`src/rtl/rps_round_ctrl.sv`:
```
// Rock-paper-scissors round controller: latches the user's throw, picks the computer's
// throw (LFSR or forced), sequences the image drawer, judges the round and keeps scores.
module rps_round_ctrl #(
  parameter logic [7:0] LFSR_SEED = 8'hA5,
  parameter int         SCORE_W   = 4
) (
  input  logic               CLOCK_50,
  input  logic               reset_n,
  input  logic               go_n,
  input  logic [1:0]         user_choice,
  input  logic               force_en,
  input  logic [1:0]         force_choice,
  input  logic               draw_done,
  output logic               draw_start,
  output logic               player,
  output logic [1:0]         choice,
  output logic [1:0]         result,
  output logic               result_valid,
  output logic               busy,
  output logic [SCORE_W-1:0] user_score,
  output logic [SCORE_W-1:0] comp_score
);

  typedef enum logic [2:0] {IDLE, PICK, DRAW_U, WAIT_U, DRAW_C, WAIT_C, JUDGE} state_t;

  state_t             state_q;
  logic               go_s1_q, go_s2_q, go_s3_q;
  logic               go_pulse;
  logic [7:0]         lfsr_q, lfsr_d;
  logic [1:0]         u_ch_q, c_ch_q;
  logic [1:0]         judge_res;
  logic               draw_start_q, player_q, result_valid_q, busy_q;
  logic [1:0]         choice_q, result_q;
  logic [SCORE_W-1:0] user_score_q, comp_score_q;

  // 11 is not a legal throw; it is folded onto paper.
  function automatic logic [1:0] map_throw(input logic [1:0] t);
    return (t == 2'b11) ? 2'b10 : t;
  endfunction

  // Rock(00) beats scissor(01), scissor beats paper(10), paper beats rock.
  function automatic logic [1:0] judge(input logic [1:0] u, input logic [1:0] c);
    if (u == c)
      return 2'b00;
    else if ((u == 2'b00 && c == 2'b01) || (u == 2'b01 && c == 2'b10) ||
             (u == 2'b10 && c == 2'b00))
      return 2'b01;
    else
      return 2'b10;
  endfunction

  function automatic logic [SCORE_W-1:0] sat_inc(input logic [SCORE_W-1:0] s);
    return (&s) ? s : s + SCORE_W'(1);
  endfunction

  assign go_pulse  = go_s3_q & ~go_s2_q;
  assign lfsr_d    = {lfsr_q[6:0], lfsr_q[7] ^ lfsr_q[5] ^ lfsr_q[4] ^ lfsr_q[3]};
  assign judge_res = judge(u_ch_q, c_ch_q);

  always_ff @(posedge CLOCK_50 or negedge reset_n) begin
    if (!reset_n) begin
      go_s1_q <= 1'b1;
      go_s2_q <= 1'b1;
      go_s3_q <= 1'b1;
      lfsr_q  <= LFSR_SEED;
    end else begin
      go_s1_q <= go_n;
      go_s2_q <= go_s1_q;
      go_s3_q <= go_s2_q;
      lfsr_q  <= lfsr_d;
    end
  end

  // Outputs are registered and updated on the transition into the state that owns them.
  always_ff @(posedge CLOCK_50 or negedge reset_n) begin
    if (!reset_n) begin
      state_q        <= IDLE;
      u_ch_q         <= 2'b00;
      c_ch_q         <= 2'b00;
      draw_start_q   <= 1'b0;
      player_q       <= 1'b0;
      choice_q       <= 2'b00;
      result_q       <= 2'b00;
      result_valid_q <= 1'b0;
      busy_q         <= 1'b0;
      user_score_q   <= '0;
      comp_score_q   <= '0;
    end else begin
      draw_start_q <= 1'b0;
      case (state_q)
        IDLE: if (go_pulse) begin
          u_ch_q         <= map_throw(user_choice);
          result_valid_q <= 1'b0;
          busy_q         <= 1'b1;
          state_q        <= PICK;
        end
        PICK: if (force_en || lfsr_q[1:0] != 2'b11) begin
          c_ch_q       <= force_en ? map_throw(force_choice) : lfsr_q[1:0];
          draw_start_q <= 1'b1;
          player_q     <= 1'b0;
          choice_q     <= u_ch_q;
          state_q      <= DRAW_U;
        end
        DRAW_U: state_q <= WAIT_U;
        WAIT_U: if (draw_done) begin
          draw_start_q <= 1'b1;
          player_q     <= 1'b1;
          choice_q     <= c_ch_q;
          state_q      <= DRAW_C;
        end
        DRAW_C: state_q <= WAIT_C;
        WAIT_C: if (draw_done) state_q <= JUDGE;
        JUDGE: begin
          result_q       <= judge_res;
          if (judge_res == 2'b01) user_score_q <= sat_inc(user_score_q);
          if (judge_res == 2'b10) comp_score_q <= sat_inc(comp_score_q);
          result_valid_q <= 1'b1;
          busy_q         <= 1'b0;
          state_q        <= IDLE;
        end
        default: state_q <= IDLE;
      endcase
    end
  end

  assign draw_start   = draw_start_q;
  assign player       = player_q;
  assign choice       = choice_q;
  assign result       = result_q;
  assign result_valid = result_valid_q;
  assign busy         = busy_q;
  assign user_score   = user_score_q;
  assign comp_score   = comp_score_q;

endmodule

```
`config.mk`:
```
export PLATFORM = sky130hd
export DESIGN_NAME = rps_round_ctrl
export DESIGN_NICKNAME = d
export VERILOG_FILES = /design/src/rtl/rps_round_ctrl.sv
export SDC_FILE = /design/constraint.sdc
export NUM_CORES = 1
export LEC_CHECK = 0
export ABC_AREA = 1
export BUFFER_PORTS_ARGS = -buffer_cell sky130_fd_sc_hd__buf_4
export CAP_MARGIN = 0
export CORE_MARGIN = 1.5
export CORE_UTILIZATION = 55
export DETAILED_ROUTE_END_ITERATION = 6
export GPL_ROUTABILITY_DRIVEN = 0
export PLACE_DENSITY = 0.78
export RECOVER_POWER = 50
export SETUP_SLACK_MARGIN = 0.5
export SYNTH_ARGS = -nofsm -noshare
export SYNTH_HDL_FRONTEND = slang
export SYNTH_SLANG_ARGS = --single-unit
```
`constraint.sdc`:
```
create_clock -name CLOCK_50 -period 2.2 [get_ports CLOCK_50]
set_input_delay 0.11 -clock CLOCK_50 [delete_from_list [all_inputs] [get_ports CLOCK_50]]
set_output_delay 0.11 -clock CLOCK_50 [all_outputs]
set_load 0.01 [all_outputs]
```
==> results of run 1 <==
==> layout by cell type (no fill, tap or decap), drive strengths merged <==
master / n
a21oi: 5
buf: 22
clkbuf: 9
clkinv: 2
dfrtp: 27
dfstp: 7
dlygate4sd3: 3
ha: 2
inv: 16
nand2: 48
nand3: 11
nand4: 9
nor2: 22
o211ai: 1
o21a: 1
o21ai: 7
o22ai: 2
or2: 1
xnor2: 4
xor2: 3
==> through the flow <==
step / instances / hold slack (ns) / total power [uW] / util (%) / instance area, sq um
final: 232 / 0.0199 / 2200 / 71.8 / 1840
after global routing: 232 / 0.0301 / 2370 / 71.8 / 1840
after CTS: 232 / 0.0115 / 2220 / 71.9 / 1850
after detailed placement: 221 / 0.0818 / 1850 / 68.4 / 1760
after global placement: 221 / 0.0677 / 1810 / 68.4 / 1760
after floorplan: 167 / -0.186 / 1540 / - / 1540
==> registers in the layout, indices dropped and copies added (netlist names), 2 cells and up <==
name        count
c_ch_q          2
comp_score      4
lfsr_q          8
user_score      4
state_q         3
choice          2
result          2
u_ch_q          2
==> worst max-delay path: stages, from the launching register on <==
cell and delay, ns:
dfrtp_1 0.47, inv_1 0.13, nand2_1 0.08, nor2_1 0.14, nand2_1 0.13, or2_1 0.24, o21a_1 0.10
==> layer usage <==
metal | wire, microns | part of all wire (%) | global-route usage [%] | vias up
met5 | 0 | 0 | 0 | -
met4 | 21 | 0.72 | 7.14 | 0
met3 | 182 | 6.2 | 8.14 | 2
met2 | 1430 | 49 | 34.9 | 36
met1 | 1290 | 44 | 25.7 | 577
li1 | - | - | - | 613
==> path summary, 6_finish.rpt <==
path	startpoint	to	slack (ns)
max in group asynchronous	reset_n	c_ch_q[0]	1.29
hold reg to reg	lfsr_q[6]	lfsr_q[7]	0.37
min in group asynchronous	reset_n	choice[0]	0.39
hold / removal	user_choice[0]	u_ch_q[0]	0.02
setup / recovery	state_q[1]	u_ch_q[1]	0.82
setup reg to reg	state_q[1]	u_ch_q[1]	0.82
==> power breakdown <==
part / leakage, uW / switching (uW) / internal, uW
Sequential: 0.000420 / 172 / 795
Clock: 0.0000353 / 202 / 155
Combinational: 0.000516 / 524 / 356
Total: 0.000971 / 898 / 1300
==> cell families (layout without fill, tap and decap cells) <==
| group | count (synthesis) | in the layout | share of synthesized area [%] |
|---|---|---|---|
| AND/OR/NAND/NOR | 91 | 91 | 28.2 |
| flip-flops | 34 | 34 | 55.9 |
| buffers and inverters | 17 | 52 | 4.31 |
| AO/OA/AOI/OAI | 16 | 16 | 5.94 |
| XOR/XNOR | 7 | 7 | 3.99 |
| adder cells (fa/ha/maj) | 2 | 2 | 1.63 |
==> area by class of cell <==
class	count	area share, %
flip-flops and latches	34	46.6
multi-input cells	116	33.2
repair buffers	27	11.3
inverters	17	3.60
clock buffers	7	2.99
well taps	30	2.04
clock inverters	1	0.272
==> results_dict.tcl, run 1 <==
set metrics [dict create \
    fin_tns_setup_ns 0 \
    portBuffers 24 \
    drive_above_1_share_pct 25.7 \
    finalHoldViolations 0 \
    clockBufferDepth 2 \
    dpl_worst_slack_ns 0.828 \
    synth_cell_types 27 \
    hold_path_class "primary input to flip-flop" \
    cp-end-kind "flip-flop" \
    setup_viol 0 \
    post_cts_buffers 0 \
    die-area_sq_um 3120 \
    grt_pass1_wl_microns 5070 \
    vias_per_cell 5.29 \
    wirelength_microns 2920 \
    vdd_drop_max_mv 0.938 \
    io_pins 25 \
    synthCells 167 \
    worst_pin_slew_ns 0.829 \
    fin_worst_skew_ns 0.00842 \
    via_count 1228 \
    synth_commonest_cells "46 x nand2_1, 27 x dfrtp_1, 17 x nor2_1" \
    avgSynthCellArea_sq_um 9.21 \
    path_class "flip-flop to flip-flop" \
    cap_violations 0 \
    yosysMostFrequentCell "nand2_1" \
    synth_edf_count 0 \
    core_sq_um 2570 \
    grt_pass1_vias 1197 \
    multiInputGateArea_sq_um 612 \
    finalMaxSlewViolations 0 \
    grt-ovfl-total 0 \
    hpwl_microns 2080 \
    syn-cell-area_sq_um 1540 \
    regArea_sq_um 860 \
    cts_tree "yes" \
    hold_path_depth 3 \
    r2r_cells 6 \
    async_reset_ff_share_pct 100 \
    dieWidth_microns 55.9 \
    worst_slack_ns 0.822 \
    nFillCells 195 \
    rsz0062_at_grt "false" \
    power_density_nw_per_um2 1200 \
    cts.clk_slew.worst_paths_ns 0.10 \
    crit_arrival_ns 1.61 \
    grt_max_degree 35 \
    fmax_mhz 726 \
    fin_nets 212 \
    fin_crit_ns 1.38 \
    rows 18 \
    grtUsageTotal_pct 21.2 \
    synth_top_area_share_pct 43.9 \
    root_buffer "clkbuf_4" \
    numCtsBuffers 5 \
    synth_top_cell_by_area "dfrtp_1" \
    yosysWarnings 0 \
    synthTopCellsByArea "dfrtp_1 44%, dfstp_2 12%, nand2_1 11%" \
    synth_ff_type "dfrtp_1" \
    fp.dieH_microns 55.9 \
    start_util_pct 59.9 \
    drc 0 \
    post_cts_resized 0 \
    critPathRequiredTime_ns 2.43 \
    synth-seq-cells 34 \
    yosysSeqAreaShare_pct 55.9 \
    postRouteAntennaNets 0 \
    cts_sinks 34 \
    drt-wirelength-per-cell_microns 12.6 \
    ctsHtreeMaxLevel 2 \
    drt_iter0_drc 18 \
    min_period_over_period_pct 62.7 \
    clkLatencyLatePin_ns 0.34 \
    antenna_cells 0 \
    p_leak_uw 0.000971 \
    start_kind "flip-flop" \
    drt_pass1_iterations 4 \
    status "completed" \
    antenna_found_initial 0 \
    slew_headroom_pct 44.8 \
    syn_to_final_growth_pct 19.9 \
    syn-num-nets 178 \
    hold_buffers 3 \
    path_max_fanout 6 \
]
Power figures use the tool's default switching activity.
==> run 2: changes to the inputs <==
--- a/config.mk
+++ b/config.mk
@@ -9,10 +9,10 @@
 export BUFFER_PORTS_ARGS = -buffer_cell sky130_fd_sc_hd__buf_4
 export CAP_MARGIN = 0
 export CORE_MARGIN = 1.5
-export CORE_UTILIZATION = 55
+export CORE_UTILIZATION = 49
 export DETAILED_ROUTE_END_ITERATION = 6
 export GPL_ROUTABILITY_DRIVEN = 0
-export PLACE_DENSITY = 0.78
+export PLACE_DENSITY = 0.74
 export RECOVER_POWER = 50
 export SETUP_SLACK_MARGIN = 0.5
 export SYNTH_ARGS = -nofsm -noshare
==> constraint.sdc (replaced) <==
create_clock -name CLOCK_50 -period 1.2 [get_ports CLOCK_50]
set_input_delay 0.06 -clock CLOCK_50 [delete_from_list [all_inputs] [get_ports CLOCK_50]]
set_output_delay 0.06 -clock CLOCK_50 [all_outputs]
set_load 0.01 [all_outputs]
==> run 2 against run 1 <==
The flow now finishes with violations (setup timing). Clock power rose by 94%. Final area grew 32%. Cell count up 22%. Largest power group is now combinational logic. Critical path type unchanged.
==> results_dict.tcl, run 2 (synthesized netlist as in run 1, its figures left out) <==
set metrics [dict create \
    finalHoldViolations 0 \
    violations "setup timing" \
    regMostFlops "lfsr_q" \
    status "complete, but fails checks" \
    vdd_drop_max_mv 1.50 \
    antenna_found_initial 0 \
    grt_pass1_vias 1449 \
    drc 0 \
    crit_arrival_ns 1.50 \
    power_density_nw_per_um2 2330 \
    wirelength_microns 4140 \
    crit_path_max_incr_delay_ns 0.46 \
    cts.clk_slew.worst_paths_ns 0.12 \
    final_cells 283 \
    fin_worst_skew_ns 0.0178 \
    hold_path_class "primary input to flip-flop" \
    drt_pass1_iterations 4 \
    path_buf_inv 1 \
    critPathTopFamily "simple AND/OR/NAND/NOR gates" \
    fin_tns_setup_ns -0.424 \
    p_leak_uw 0.00122 \
    grt-ovfl-total 0 \
    dpl.cell_count 249 \
    core_sq_um 3030 \
    swShare_pct 40.6 \
    crit_start "state_q[0]" \
    setup_viol 15 \
    fin_total_pwr_uw 5700 \
    fp.dieH_microns 59.0 \
    grtUsageTotal_pct 24.7 \
    worst_pin_slew_ns 0.825 \
    ctsHtreeMaxLevel 2 \
    worstHoldStart "user_choice[1]" \
    largest_reg_flops 8 \
    root_buffer "clkbuf_4" \
    vias_per_cell 5.12 \
    die-area_sq_um 3480 \
    finalMaxSlewViolations 0 \
    final_common_cell "nand2_1" \
    min_period_over_period_pct 105 \
    clkLatencyLatePin_ns 0.35 \
    hold_ws_ns 0.0205 \
    slew_headroom_pct 45.0 \
    grt_pass1_wl_microns 6310 \
    postRouteAntennaNets 0 \
    critPathRequiredTime_ns 1.43 \
    drt_iter0_drc 48 \
    antenna_cells 0 \
    drt-wirelength-per-cell_microns 14.6 \
    worst_slack_ns -0.0651 \
    p_switching_uw 2310 \
    hpwl_microns 2260 \
    start_util_pct 50.8 \
    rows 20 \
    p_int_uw 3390 \
    fin_nets 249 \
    portBuffers 24 \
    final_cell_mix "37 x nand2_1, 30 x buf_6, 28 x buf_4" \
    drive_above_1_share_pct 52.7 \
    fin_crit_ns 1.27 \
    numCtsBuffers 5 \
    via_count 1450 \
    grt_max_degree 35 \
    cts_tree "yes" \
    syn_to_final_growth_pct 58.7 \
    io_pins 25 \
    final_util_pct 80.6 \
    cp-end-kind "flip-flop" \
    nFillCells 187 \
    path_class "flip-flop to flip-flop" \
    fmax_mhz 790 \
    cap_violations 0 \
    cts_sinks 34 \
    slowest_stage "dfrtp_2" \
    clockBufferDepth 2 \
    r2r_start "state_q[0]" \
    path_max_fanout 3 \
    start_kind "flip-flop" \
    pwr-share-comb_pct 56.3 \
    path_cells "inv_2, nand2_4, nor2_4, nand2_2, or2_1, o21a_1" \
    dieWidth_microns 59.0 \
    pwr-share-clk_pct 12.2 \
    seq_power_share_pct 31.6 \
    rsz0062_at_grt "true" \
]
run 2: cell types whose count changed in the layout (fill, tap and decap cells not counted), moves of 3 or more:
| cell | previous run | this run |
|---|---|---|
| buf_6 | 0 | 30 |
| nand2_1 | 46 | 37 |
| nor2_1 | 17 | 10 |
| buf_4 | 22 | 28 |
| dfrtp_1 | 27 | 21 |
| dfrtp_2 | 0 | 6 |
| nand3_1 | 9 | 3 |
| nor2_4 | 1 | 7 |
| nand2_4 | 0 | 5 |
| nand2_2 | 2 | 6 |
| nand3_2 | 1 | 5 |
| dfstp_1 | 3 | 0 |
| dfstp_2 | 4 | 7 |
run 2: stage by stage:
stage	worst slack [ns]	instance area [sq um]
after global routing	-0.141	2440
after detailed placement	-0.0519	1920
after global placement	-0.0171	1920
after floorplan	0.0122	1580
after CTS	-0.0347	2260
final	-0.0651	2440
run 2: timing repair:
item	in CTS	in global routing
buffers inserted	15	7
resized for setup	37	35
hold buffers	4	0
endpoints found under the hold margin	37	0
pin swaps	11	16
setup endpoints to repair	40	40
run 2: area by class of cell:
class                   instances  area (sq um)  share of cell area, %
clock buffers                   6          51.3                   2.10
flip-flops and latches         34           867                   35.5
repair buffers                 64           601                   24.6
clock inverters                 2          12.5                  0.513
well taps                      44          55.1                   2.26
multi-input cells             116           781                   32.0
inverters                      17          73.8                   3.02
run 2: metal layers:
metal | part of all wire, % | GRT usage [%] | wire length [microns] | vias to the layer above
met3 | 3.5 | 6.55 | 147 | 16
met1 | 40 | 28.0 | 1640 | 709
met4 | 3.6 | 14.6 | 149 | 0
met5 | 0 | 0 | 0 | -
li1 | - | - | - | 688
met2 | 53 | 41.6 | 2200 | 37
run 2: path summary, 6_finish.rpt:
path | endpoint | slack [ns] | cells after the start
setup / recovery | u_ch_q[1] | -0.07 | 6
hold / removal | u_ch_q[0] | 0.02 | 3
setup reg to reg | u_ch_q[1] | -0.07 | 6
hold reg to reg | go_s2_q | 0.36 | 0
max in group asynchronous | state_q[0] | 0.28 | 2
min in group asynchronous | u_ch_q[0] | 0.33 | 2
run 2: power groups by stage:
stage / Sequential, uW / Combinational (uW) / Clock [uW]
after floorplan: 1820 / 1070 / 0
after global placement: 1710 / 1950 / 0
after detailed placement: 1740 / 2030 / 0
after CTS: 1750 / 2640 / 691
after global routing: 1840 / 3430 / 747
final: 1800 / 3210 / 693
run 2: tightest hold or removal path, cell delays in order:
cell     delay [ns]
buf_4          0.08
or2_1          0.12
o22ai_1        0.08
==> run 3: changes to the inputs <==
--- a/config.mk
+++ b/config.mk
@@ -9,10 +9,10 @@
 export BUFFER_PORTS_ARGS = -buffer_cell sky130_fd_sc_hd__buf_4
 export CAP_MARGIN = 0
 export CORE_MARGIN = 1.5
-export CORE_UTILIZATION = 49
+export CORE_UTILIZATION = 55
 export DETAILED_ROUTE_END_ITERATION = 6
 export GPL_ROUTABILITY_DRIVEN = 0
-export PLACE_DENSITY = 0.74
+export PLACE_DENSITY = 0.78
 export RECOVER_POWER = 50
 export SETUP_SLACK_MARGIN = 0.5
 export SYNTH_ARGS = -nofsm -noshare
==> constraint.sdc (replaced) <==
create_clock -name CLOCK_50 -period 1.6 [get_ports CLOCK_50]
set_input_delay 0.08 -clock CLOCK_50 [delete_from_list [all_inputs] [get_ports CLOCK_50]]
set_output_delay 0.08 -clock CLOCK_50 [all_outputs]
set_load 0.01 [all_outputs]
==> run 3 against run 2 <==
Critical endpoint is now choice[1]. Combinational power decreased by 30%. Sequential cell count is the same. Worst setup slack better by 0.29 ns. Hold slack gained 0.021 ns. The flow now finishes without violations. Non-clock buffer count shrank 12. Clock power decreased by 3.5%. Maximum frequency is 8.0% lower. Core utilization increased by 8.6 points.
==> results_dict.tcl, run 3 (synthesized netlist as in run 1, its figures left out) <==
set metrics [dict create \
    antenna_cells 0 \
    critPathTopFamily "simple AND/OR/NAND/NOR gates" \
    path_max_fanout 5 \
    final_common_cell "buf_4" \
    drt-wirelength-per-cell_microns 18.2 \
    syn_to_final_growth_pct 49.0 \
    start_util_pct 59.9 \
    cts.clk_slew.worst_paths_ns 0.11 \
    status "completed" \
    antenna_found_initial 0 \
    drt_iter0_drc 100 \
    finalHoldViolations 0 \
    via_count 1514 \
    slew_headroom_pct 45.0 \
    dpl_worst_slack_ns 0.268 \
    fmax_mhz 727 \
    drt_pass1_iterations 6 \
    cap_violations 0 \
    finalMaxSlewViolations 0 \
    rows 18 \
    drc 0 \
    vdd_drop_max_mv 1.94 \
    wirelength_microns 4680 \
    min_period_over_period_pct 86.0 \
    postRouteAntennaNets 0 \
    power_density_nw_per_um2 1870 \
    ctsHtreeMaxLevel 2 \
    fin_worst_skew_ns 0.0205 \
    p_leak_uw 0.00115 \
    slowest_stage "dfrtp_2" \
    io_pins 25 \
    setup_viol 0 \
    grt_pass1_vias 1459 \
    numCtsBuffers 5 \
    hpwl_microns 2200 \
    portBuffers 24 \
    drive_above_1_share_pct 50.2 \
    worst_pin_slew_ns 0.825 \
    start_kind "flip-flop" \
    root_buffer "clkbuf_4" \
    dieWidth_microns 55.9 \
    largest_reg_flops 8 \
    grt_max_degree 35 \
    fp.dieH_microns 55.9 \
    critPathRequiredTime_ns 1.88 \
    cts_sinks 34 \
    grt_pass1_wl_microns 6410 \
    rsz0062_at_grt "true" \
    cp-end-kind "flip-flop" \
    path_class "flip-flop to flip-flop" \
    crit_arrival_ns 1.66 \
    cts_tree "yes" \
    regMostFlops "lfsr_q" \
    fin_crit_ns 1.38 \
    core_sq_um 2570 \
    final_cell_mix "33 x buf_4, 32 x nand2_1, 24 x dfrtp_1" \
    path_buf_inv 1 \
    crit_path_max_incr_delay_ns 0.45 \
    grtUsageTotal_pct 27.1 \
    die-area_sq_um 3120 \
    path_cells "buf_6, nand4_1, nand2_4, nor2_1, a21oi_1" \
    grt-ovfl-total 0 \
    vias_per_cell 5.89 \
    hold_path_class "primary input to flip-flop" \
    fin_tns_setup_ns 0 \
    fin_nets 237 \
    clockBufferDepth 2 \
    worst_slack_ns 0.224 \
    clkLatencyLatePin_ns 0.35 \
]
run 3: cell types whose count changed in the layout (fill, tap and decap cells not counted), moves of 3 or more:
cell	before	now
nand2_2	6	12
nand2_1	37	32
buf_6	30	13
dfrtp_1	21	24
buf_4	28	33
dfrtp_2	6	3
run 3: final cells by class:
cell class | count | area (sq um)
clock buffer | 7 | 55.1
clock inverter | 1 | 30.0
fill | 113 | 277
inverter | 17 | 76.3
multi-input combinational | 116 | 782
sequential | 34 | 863
tap | 30 | 37.5
timing repair buffer | 52 | 447
run 3: where the power goes:
group / internal (uW) / leakage [uW] / total [uW] / switching [uW]
Combinational: 1040 / 0.000684 / 2260 / 1220
Sequential: 1100 / 0.000416 / 1370 / 267
Clock: 373 / 0.0000455 / 669 / 296
Total: 2510 / 0.00115 / 4290 / 1780
run 3: through the flow:
step	hold slack (ns)	util [%]	cells	total power, uW	cell area, sq um
CTS	0.0176	82.7	251	3720	2120
global placement	0.0368	69.5	221	2550	1790
finish	0.0412	89.2	257	4290	2290
detailed placement	0.0463	69.5	221	2620	1790
global route	0.0678	89.2	257	4490	2290
floorplan	-0.216	-	167	2170	1570
run 3: metal layers:
metal / vias up / share of wire [%] / GRT usage (%)
met5: - / 0 / 0
met4: 0 / 4.9 / 15.3
met3: 30 / 5.8 / 5.81
met2: 83 / 50 / 48.3
met1: 739 / 40 / 29.5
li1: 662 / - / -
run 3: path summary, 6_finish.rpt:
path | start | endpoint | slack, ns | cells after the start
setup / recovery | state_q[1] | choice[1] | 0.22 | 5
hold / removal | user_choice[1] | u_ch_q[0] | 0.04 | 3
setup reg to reg | state_q[1] | choice[1] | 0.22 | 5
hold reg to reg | go_s1_q | go_s2_q | 0.36 | 0
max in group asynchronous | reset_n | state_q[0] | 0.68 | 2
min in group asynchronous | reset_n | lfsr_q[6] | 0.34 | 2
run 3: repair_timing:
item | 4_1_cts | 5_1_grt
endpoints found under the hold margin | 37 | 0
setup endpoints to repair | 22 | 22
pin swaps | 11 | 14
resized for setup | 22 | 36
buffers inserted | 18 | 6
hold buffers | 4 | 0
run 3: worst reg2reg max path, delay by kind of cell (launching register included):
family | cells | cell delay, ns
buffers and inverters | 1 | 0.15
AND/OR/NAND/NOR | 3 | 0.60
flip-flops | 1 | 0.45
AO/OA/AOI/OAI | 1 | 0.12
